**src/rtl/bus_writeback_queue.sv**
```systemverilog
// bus_writeback_queue
//   Receiving end of the result bus. Bus results that target the register
//   file (sel 000..100) are queued in a circular buffer and written through
//   the register file write port whenever it is not taken by another writer
//   (rf_busy). Results from the regB store path (sel 101) are accepted and
//   dropped. Illegal selectors (110/111) are accepted, dropped, and flagged
//   with a one-cycle sel_err pulse. The queue also exports a pending-write
//   mask and youngest-entry forwarding so hazard logic can look inside it.
//
// Ports
//   clk, reset          rising-edge clock, asynchronous active-high reset
//   in_valid/in_ready   bus result handshake (ready depends on count only)
//   in_data/in_sel/in_dest  bus value, source selector, destination register
//   rf_busy             write port taken by another writer this cycle
//   rf_we/rf_waddr/rf_wdata  register file write port (head of queue)
//   pending             bit r set while a queued entry targets register r
//   fwd_addr/fwd_hit/fwd_data  lookup of the youngest queued write to fwd_addr
//   sel_err             registered pulse after accepting sel 110/111
module bus_writeback_queue #(
  parameter int DATA_W = 16,
  parameter int ADDR_W = 4,
  parameter int DEPTH  = 4
) (
  input  logic                 clk,
  input  logic                 reset,
  input  logic                 in_valid,
  output logic                 in_ready,
  input  logic [DATA_W-1:0]    in_data,
  input  logic [2:0]           in_sel,
  input  logic [ADDR_W-1:0]    in_dest,
  input  logic                 rf_busy,
  output logic                 rf_we,
  output logic [ADDR_W-1:0]    rf_waddr,
  output logic [DATA_W-1:0]    rf_wdata,
  output logic [2**ADDR_W-1:0] pending,
  input  logic [ADDR_W-1:0]    fwd_addr,
  output logic                 fwd_hit,
  output logic [DATA_W-1:0]    fwd_data,
  output logic                 sel_err
);

  localparam int PTR_W = $clog2(DEPTH);
  localparam int CNT_W = PTR_W + 1;

  typedef enum logic [1:0] {
    EMPTY   = 2'd0,
    PARTIAL = 2'd1,
    FULL    = 2'd2
  } occ_t;

  occ_t               occ_state, occ_next;
  logic [PTR_W-1:0]   wr_ptr, rd_ptr;
  logic [CNT_W-1:0]   cnt, cnt_next;
  logic [ADDR_W-1:0]  dest_q [DEPTH];
  logic [DATA_W-1:0]  data_q [DEPTH];

  logic               accept;
  logic               enq;
  logic               drain;
  logic               bad_sel;
  logic [PTR_W-1:0]   idx;

  // Handshake and occupancy next-state
  always_comb begin
    in_ready = (occ_state != FULL);
    accept   = in_valid & in_ready;
    // Only ALU, shift, imm, mem and pc results write the register file.
    enq      = accept & (in_sel <= 3'd4);
    bad_sel  = accept & (in_sel[2:1] == 2'b11);
    drain    = (occ_state != EMPTY) & ~rf_busy;

    cnt_next = cnt;
    case ({enq, drain})
      2'b10:   cnt_next = cnt + 1'b1;
      2'b01:   cnt_next = cnt - 1'b1;
      default: cnt_next = cnt;
    endcase

    occ_next = PARTIAL;
    if (cnt_next == '0)
      occ_next = EMPTY;
    else if (cnt_next == CNT_W'(DEPTH))
      occ_next = FULL;
  end

  // State, pointers and entry storage
  always_ff @(posedge clk or posedge reset) begin
    if (reset) begin
      occ_state <= EMPTY;
      wr_ptr    <= '0;
      rd_ptr    <= '0;
      cnt       <= '0;
      sel_err   <= 1'b0;
      for (int i = 0; i < DEPTH; i++) begin
        dest_q[i] <= '0;
        data_q[i] <= '0;
      end
    end else begin
      occ_state <= occ_next;
      cnt       <= cnt_next;
      sel_err   <= bad_sel;
      if (enq) begin
        dest_q[wr_ptr] <= in_dest;
        data_q[wr_ptr] <= in_data;
        wr_ptr         <= wr_ptr + 1'b1;
      end
      if (drain)
        rd_ptr <= rd_ptr + 1'b1;
    end
  end

  // Write port: head entry is visible whenever the queue is non-empty
  always_comb begin
    rf_we    = drain;
    rf_waddr = '0;
    rf_wdata = '0;
    if (occ_state != EMPTY) begin
      rf_waddr = dest_q[rd_ptr];
      rf_wdata = data_q[rd_ptr];
    end
  end

  // Hazard view: walk from oldest to youngest so the last match is youngest.
  // The entry being accepted this cycle is not yet in storage, so it is
  // naturally excluded; the head being drained is still counted.
  always_comb begin
    pending  = '0;
    fwd_hit  = 1'b0;
    fwd_data = '0;
    idx      = '0;
    for (int k = 0; k < DEPTH; k++) begin
      idx = rd_ptr + PTR_W'(k);
      if (CNT_W'(k) < cnt) begin
        pending[dest_q[idx]] = 1'b1;
        if (dest_q[idx] == fwd_addr) begin
          fwd_hit  = 1'b1;
          fwd_data = data_q[idx];
        end
      end
    end
  end

endmodule

```
**config.mk**
```make
export PLATFORM = sky130hd
export DESIGN_NAME = bus_writeback_queue
export DESIGN_NICKNAME = d
export VERILOG_FILES = /design/src/rtl/bus_writeback_queue.sv
export SDC_FILE = /design/constraint.sdc
export NUM_CORES = 1
export LEC_CHECK = 0
export BUFFER_PORTS_ARGS = -buffer_cell sky130_fd_sc_hd__buf_2
export CAP_MARGIN = 10
export CORE_MARGIN = 4
export CORE_UTILIZATION = 30
export DETAILED_ROUTE_END_ITERATION = 8
export GPL_ROUTABILITY_DRIVEN = 0
export PLACE_DENSITY = 0.49
export RECOVER_POWER = 50
export SYNTH_ARGS = -nofsm -noshare
export SYNTH_HDL_FRONTEND = slang
export SYNTH_SLANG_ARGS = --single-unit
```
**constraint.sdc**
```tcl
create_clock -name clk -period 2.85 [get_ports clk]
set_input_delay 0.57 -clock clk [delete_from_list [all_inputs] [get_ports clk]]
set_output_delay 0.57 -clock clk [all_outputs]
set_load 0.02 [all_outputs]
```
Word level (Yosys, flattened, before mapping)
Index checks and enable logic that the tools add are counted.

storage, ports and cells
  word-level logic and storage cells = 130
  output and inout port bits = 56
  register bits after elaboration = 90
  input bits = 31

operators by class
  reduce and logical (&&, ||, !) cells = 7
  bitwise logic cells = 13
  $lt $le $gt $ge = 19
  mux-type cells = 63
  $add $sub $neg = 6
  equal/unequal tests = 9

operators with widths
  cell                   number
  $mux W16               22
  $bmux W16 S2           4
  $bwmux W64             1
  $or A16 B16 Y16        3
  $mux W4                10
  $bmux W4 S2            4
  $demux W16 S2          1
  $lt A4 B5 Y1 const B   4
  $bwmux W16             1
  $demux W1 S4           4
  $eq A4 B4 Y1           4
  $ge A4 B1 Y1 const B   4
  $ge A3 B3 Y1 const B   5
  $not A2 Y3             5
  $mux W1                12
  $demux W4 S2           1
  $lt A1 B3 Y1 const A   2
  $lt A2 B3 Y1 const A   2
  $pmux W3 S2            1
  $logic_and A1 B1 Y1    5
  $add A2 B1 Y2 const B  2
  $add A2 B2 Y2 const B  2
  $and A1 B1 Y1          4
  $eq A2 B2 Y1 const B   2
  11 further kinds       12

Depth between registers and ports, before layout
  word-level depth = 15
  gate-level depth with buffers = 10

Worst setup path after synthesis
OpenSTA, ideal clock, no wires.

  path kind = register -> output
  start point = reg rd_ptr[0]
  end point = out fwd_data[11]
  path buffers = 3
  cell stages (with the launch flop) = 10
  required time = 2.280 ns
  slack = -0.131 ns
  data arrival time = 2.411 ns
  cell sequence = dfrtp_1 buf_6 buf_2 mux4_2 xor2_1 nor3_1 o21a_2 buf_4 nand3_1 a21oi_1

between the ends
  longest elaborated chain between the ends = 13

RTL lines
  what                                                                    line  RTL
  start: declaration                                                      52    logic [PTR_W-1:0] wr_ptr, rd_ptr;
  start signal: assignment                                                108   rd_ptr <= rd_ptr + 1'b1;
  parallel branches: the longest is 12 deep, another holds $add A2 B1 Y2  --
  $mux W16 *                                                              133   if (CNT_W'(k) < cnt) begin
  end: declaration                                                        38    output logic [DATA_W-1:0] fwd_data,

Mark *: on every way between the ends. The select of a mux whose other input is x is not followed.

Worst setup path in the final report
  start point = reg rd_ptr[1]
  end point = out fwd_data[1]

Same word-level chain as after synthesis.

==> results.py <==
metrics = {
    "clock_tree": {
        "h-tree-depth": 3,
        "ctsHoldBuffers": 0,
        "cts_tree": "yes",
        "cts_sinks": 90,
        "clock_path_buffers": 2,
        "cts-buffers-inserted": 9,
        "clock_latency_ps": 340,
        "root_buffer": "clkbuf_16",
        "path_clk_slew_ps": 60,
    },
    "yosys": {
        "async_flop_share_pct": 100,
        "synth-edff-count": 0,
        "netlist_area_mm2": 0.00673,
        "ys_seq_elements": 90,
        "syn_area_per_cell_um2": 9.98,
        "synth_flop_cell": "dfrtp_1",
        "syn_inst": 675,
        "synth_nets": 715,
        "ys_seq_area_share_pct": 33.4,
        "yosysUniqueCellTypes": 48,
        "yosys_warnings": 0,
    },
    "global_route": {
        "first_global_vias": 5605,
        "antenna_found_initial": 1,
        "grt_pass1_wl_um": 31000,
        "track_usage_pct": 15.8,
        "grt_overflow": 0,
        "grt_max_degree": 50,
    },
    "drt": {
        "drc": 0,
        "viasPerCell": 5.27,
        "num_vias": 5741,
        "drt-initial-drc-count": 320,
        "antenna_left": 0,
        "routedWlPerCell_um": 18.2,
        "wirelength_um": 19800,
        "first_pass_iters": 5,
    },
    "floorplanning": {
        "ios": 87,
        "rows": 54,
        "core-area_mm2": 0.0220,
        "die_h_um": 158,
        "die_w_um": 158,
        "die-area_mm2": 0.0249,
        "initial_core_util_pct": 30.7,
    },
    "worst_setup_path": {
        "crit_path_end_kind": "output port",
        "worst_setup_path_start_kind": "register",
        "cp_max_fo": 16,
        "arrival_ps": 2690,
        "worst-setup-path-type": "reg2out",
        "required_ps": 2280,
    },
    "timing": {
        "rsz0062_at_grt": "true",
        "slew_headroom_pct": 8.22,
        "skew_ps": 6.37,
        "finalSetupViolCount": 33,
        "report.final.slew_viol_count": 0,
        "hold_viol": 0,
        "fmax_ghz": 0.307,
        "worst_pin_slew_ps": 1370,
        "fin_crit_ps": 3260,
        "period_share_pct": 114,
        "holdWs_ps": 493,
        "finalWorstSetupSlack_ps": -411,
    },
    "place": {
        "hpwlAfterDp_um": 13200,
        "io_buffers": 86,
    },
    "run_status": {
        "violations": "negative setup slack",
        "outcome": "complete, but fails checks",
    },
    "worst_hold_path": {
        "min_path_type": "in2reg",
    },
    "layout": {
        "layout.nets": 844,
        "diodes": 0,
        "area_growth_syn_to_layout_pct": 31.4,
        "drive_above_1_share_pct": 47.5,
    },
    "run": {
        "maxCapViolations": 0,
    },
}
-- what timing repair did --
action                     CTS  global route
setup endpoints to repair   47            41
gates resized for setup     75            63
pin swaps                    5             8
buffers inserted            12             3
cloned                       0             1
-- layout by cell type, fill, tap and decap left out, types with 17 or more instances in the layout --
master,n
a21oi_1,22
mux2i_1,68
a21oi_2,18
buf_2,59
dfrtp_1,88
nand2_1,63
buf_6,17
buf_4,72
nor2_1,41
mux2_2,97
o22ai_2,21
-- logic make-up (layout without fill, tap and decap cells) --
| group | Yosys count | count (layout) | share of synthesized area [%] |
|---|---|---|---|
| AND/OR/NAND/NOR | 177 | 177 | 12.4 |
| XOR/XNOR | 21 | 21 | 2.95 |
| adder cells (fa/ha/maj) | 9 | 9 | 1.67 |
| multiplexers | 188 | 188 | 32.2 |
| flip-flops | 90 | 90 | 33.4 |
| AO/OA/AOI/OAI | 131 | 131 | 13.0 |
| buffers and inverters | 59 | 193 | 4.37 |
-- per-stage QoR --
stage / cell area (µm²) / cells / worst slack [ps] / TNS, ps / utilization (%)
2_1_floorplan: 6810 / 675 / 10.2 / 0 / -
3_5_place_dp: 7930 / 1060 / -145 / -1770 / 36.1
3_3_place_gp: 7930 / 1060 / -111 / -1400 / 36.1
5_1_grt: 8850 / 1089 / -513 / -13770 / 40.3
4_1_cts: 8620 / 1088 / -415 / -10440 / 39.3
6_report: 8850 / 1089 / -411 / -10350 / 40.3
-- cell type report --
type | count | area [µm²]
inverters | 12 | 46.3
well taps | 280 | 350
flip-flops and latches | 90 | 2260
fillers | 2176 | 13100
multi-input cells | 526 | 4610
clock buffers | 11 | 253
clock inverters | 5 | 60.1
repair buffers | 165 | 1260
-- sequential cells by signal (all words and copies together), names as in the netlist --
signal / flops
data_q: 64
dest_q: 16
cnt: 3
occ_state: 2
rd_ptr: 2
wr_ptr: 2
sel_err: 1
-- synthesized netlist by cell type (4+ instances only) --
cell	count	area [µm²]
ha_1	9	113
nand3_1	10	50.1
a31oi_1	16	100
buf_4	4	30.0
xnor2_1	16	140
mux2i_1	75	751
and3_1	5	31.3
inv_1	12	45.0
nand2_1	65	244
a221o_1	12	120
dfrtp_1	90	2250
buf_2	10	50.1
clkbuf_1	24	90.1
a21oi_1	41	205
o21ai_0	20	100
mux2_2	101	1140
nand2b_1	8	50.1
nor2b_1	9	56.3
buf_1	4	15.0
nand3b_1	12	90.1
nor3_1	11	55.1
nor2_1	46	173
mux4_2	10	225
o22ai_2	10	125
o22ai_1	17	106
-- worst max-delay path: stages, from the launching register on --
cell and delay (ps):
dfrtp_4 520, buf_4 150, mux4_2 470, xnor2_2 160, nand3_2 110, or3b_4 420, buf_12 180, o22ai_2 120
a21oi_2 50, buf_4 160
-- worst paths after layout --
path                                   startpoint  depth (start not counted)  slack, ps                endpoint
min in group asynchronous                   reset                          2        520  data_q[17]$_DFFE_PP0P_
max in group asynchronous                   reset                          3        950  dest_q[14]$_DFFE_PP0P_
max                         rd_ptr[1]$_DFFE_PP0P_                          9       -410             fwd_data[1]
max reg2reg                occ_state[0]$_DFF_PP0_                          7        810  occ_state[1]$_DFF_PP0_
min                                      in_valid                          2        490       sel_err$_DFF_PP0_
min reg2reg                data_q[25]$_DFFE_PP0P_                          1        530  data_q[25]$_DFFE_PP0P_
-- per-layer routing --
| layer | vias up | GRT usage, % | share of wire [%] |
|---|---|---|---|
| met5 | - | 0 | 0.035 |
| met4 | 2 | 4.22 | 1.6 |
| met3 | 25 | 2.21 | 4.1 |
| met2 | 138 | 26.0 | 46 |
| met1 | 2832 | 21.8 | 48 |
| li1 | 2744 | - | - |
Power is not shown: default switching activity piles up to over one toggle a cycle in this logic, so the estimate is an artifact.
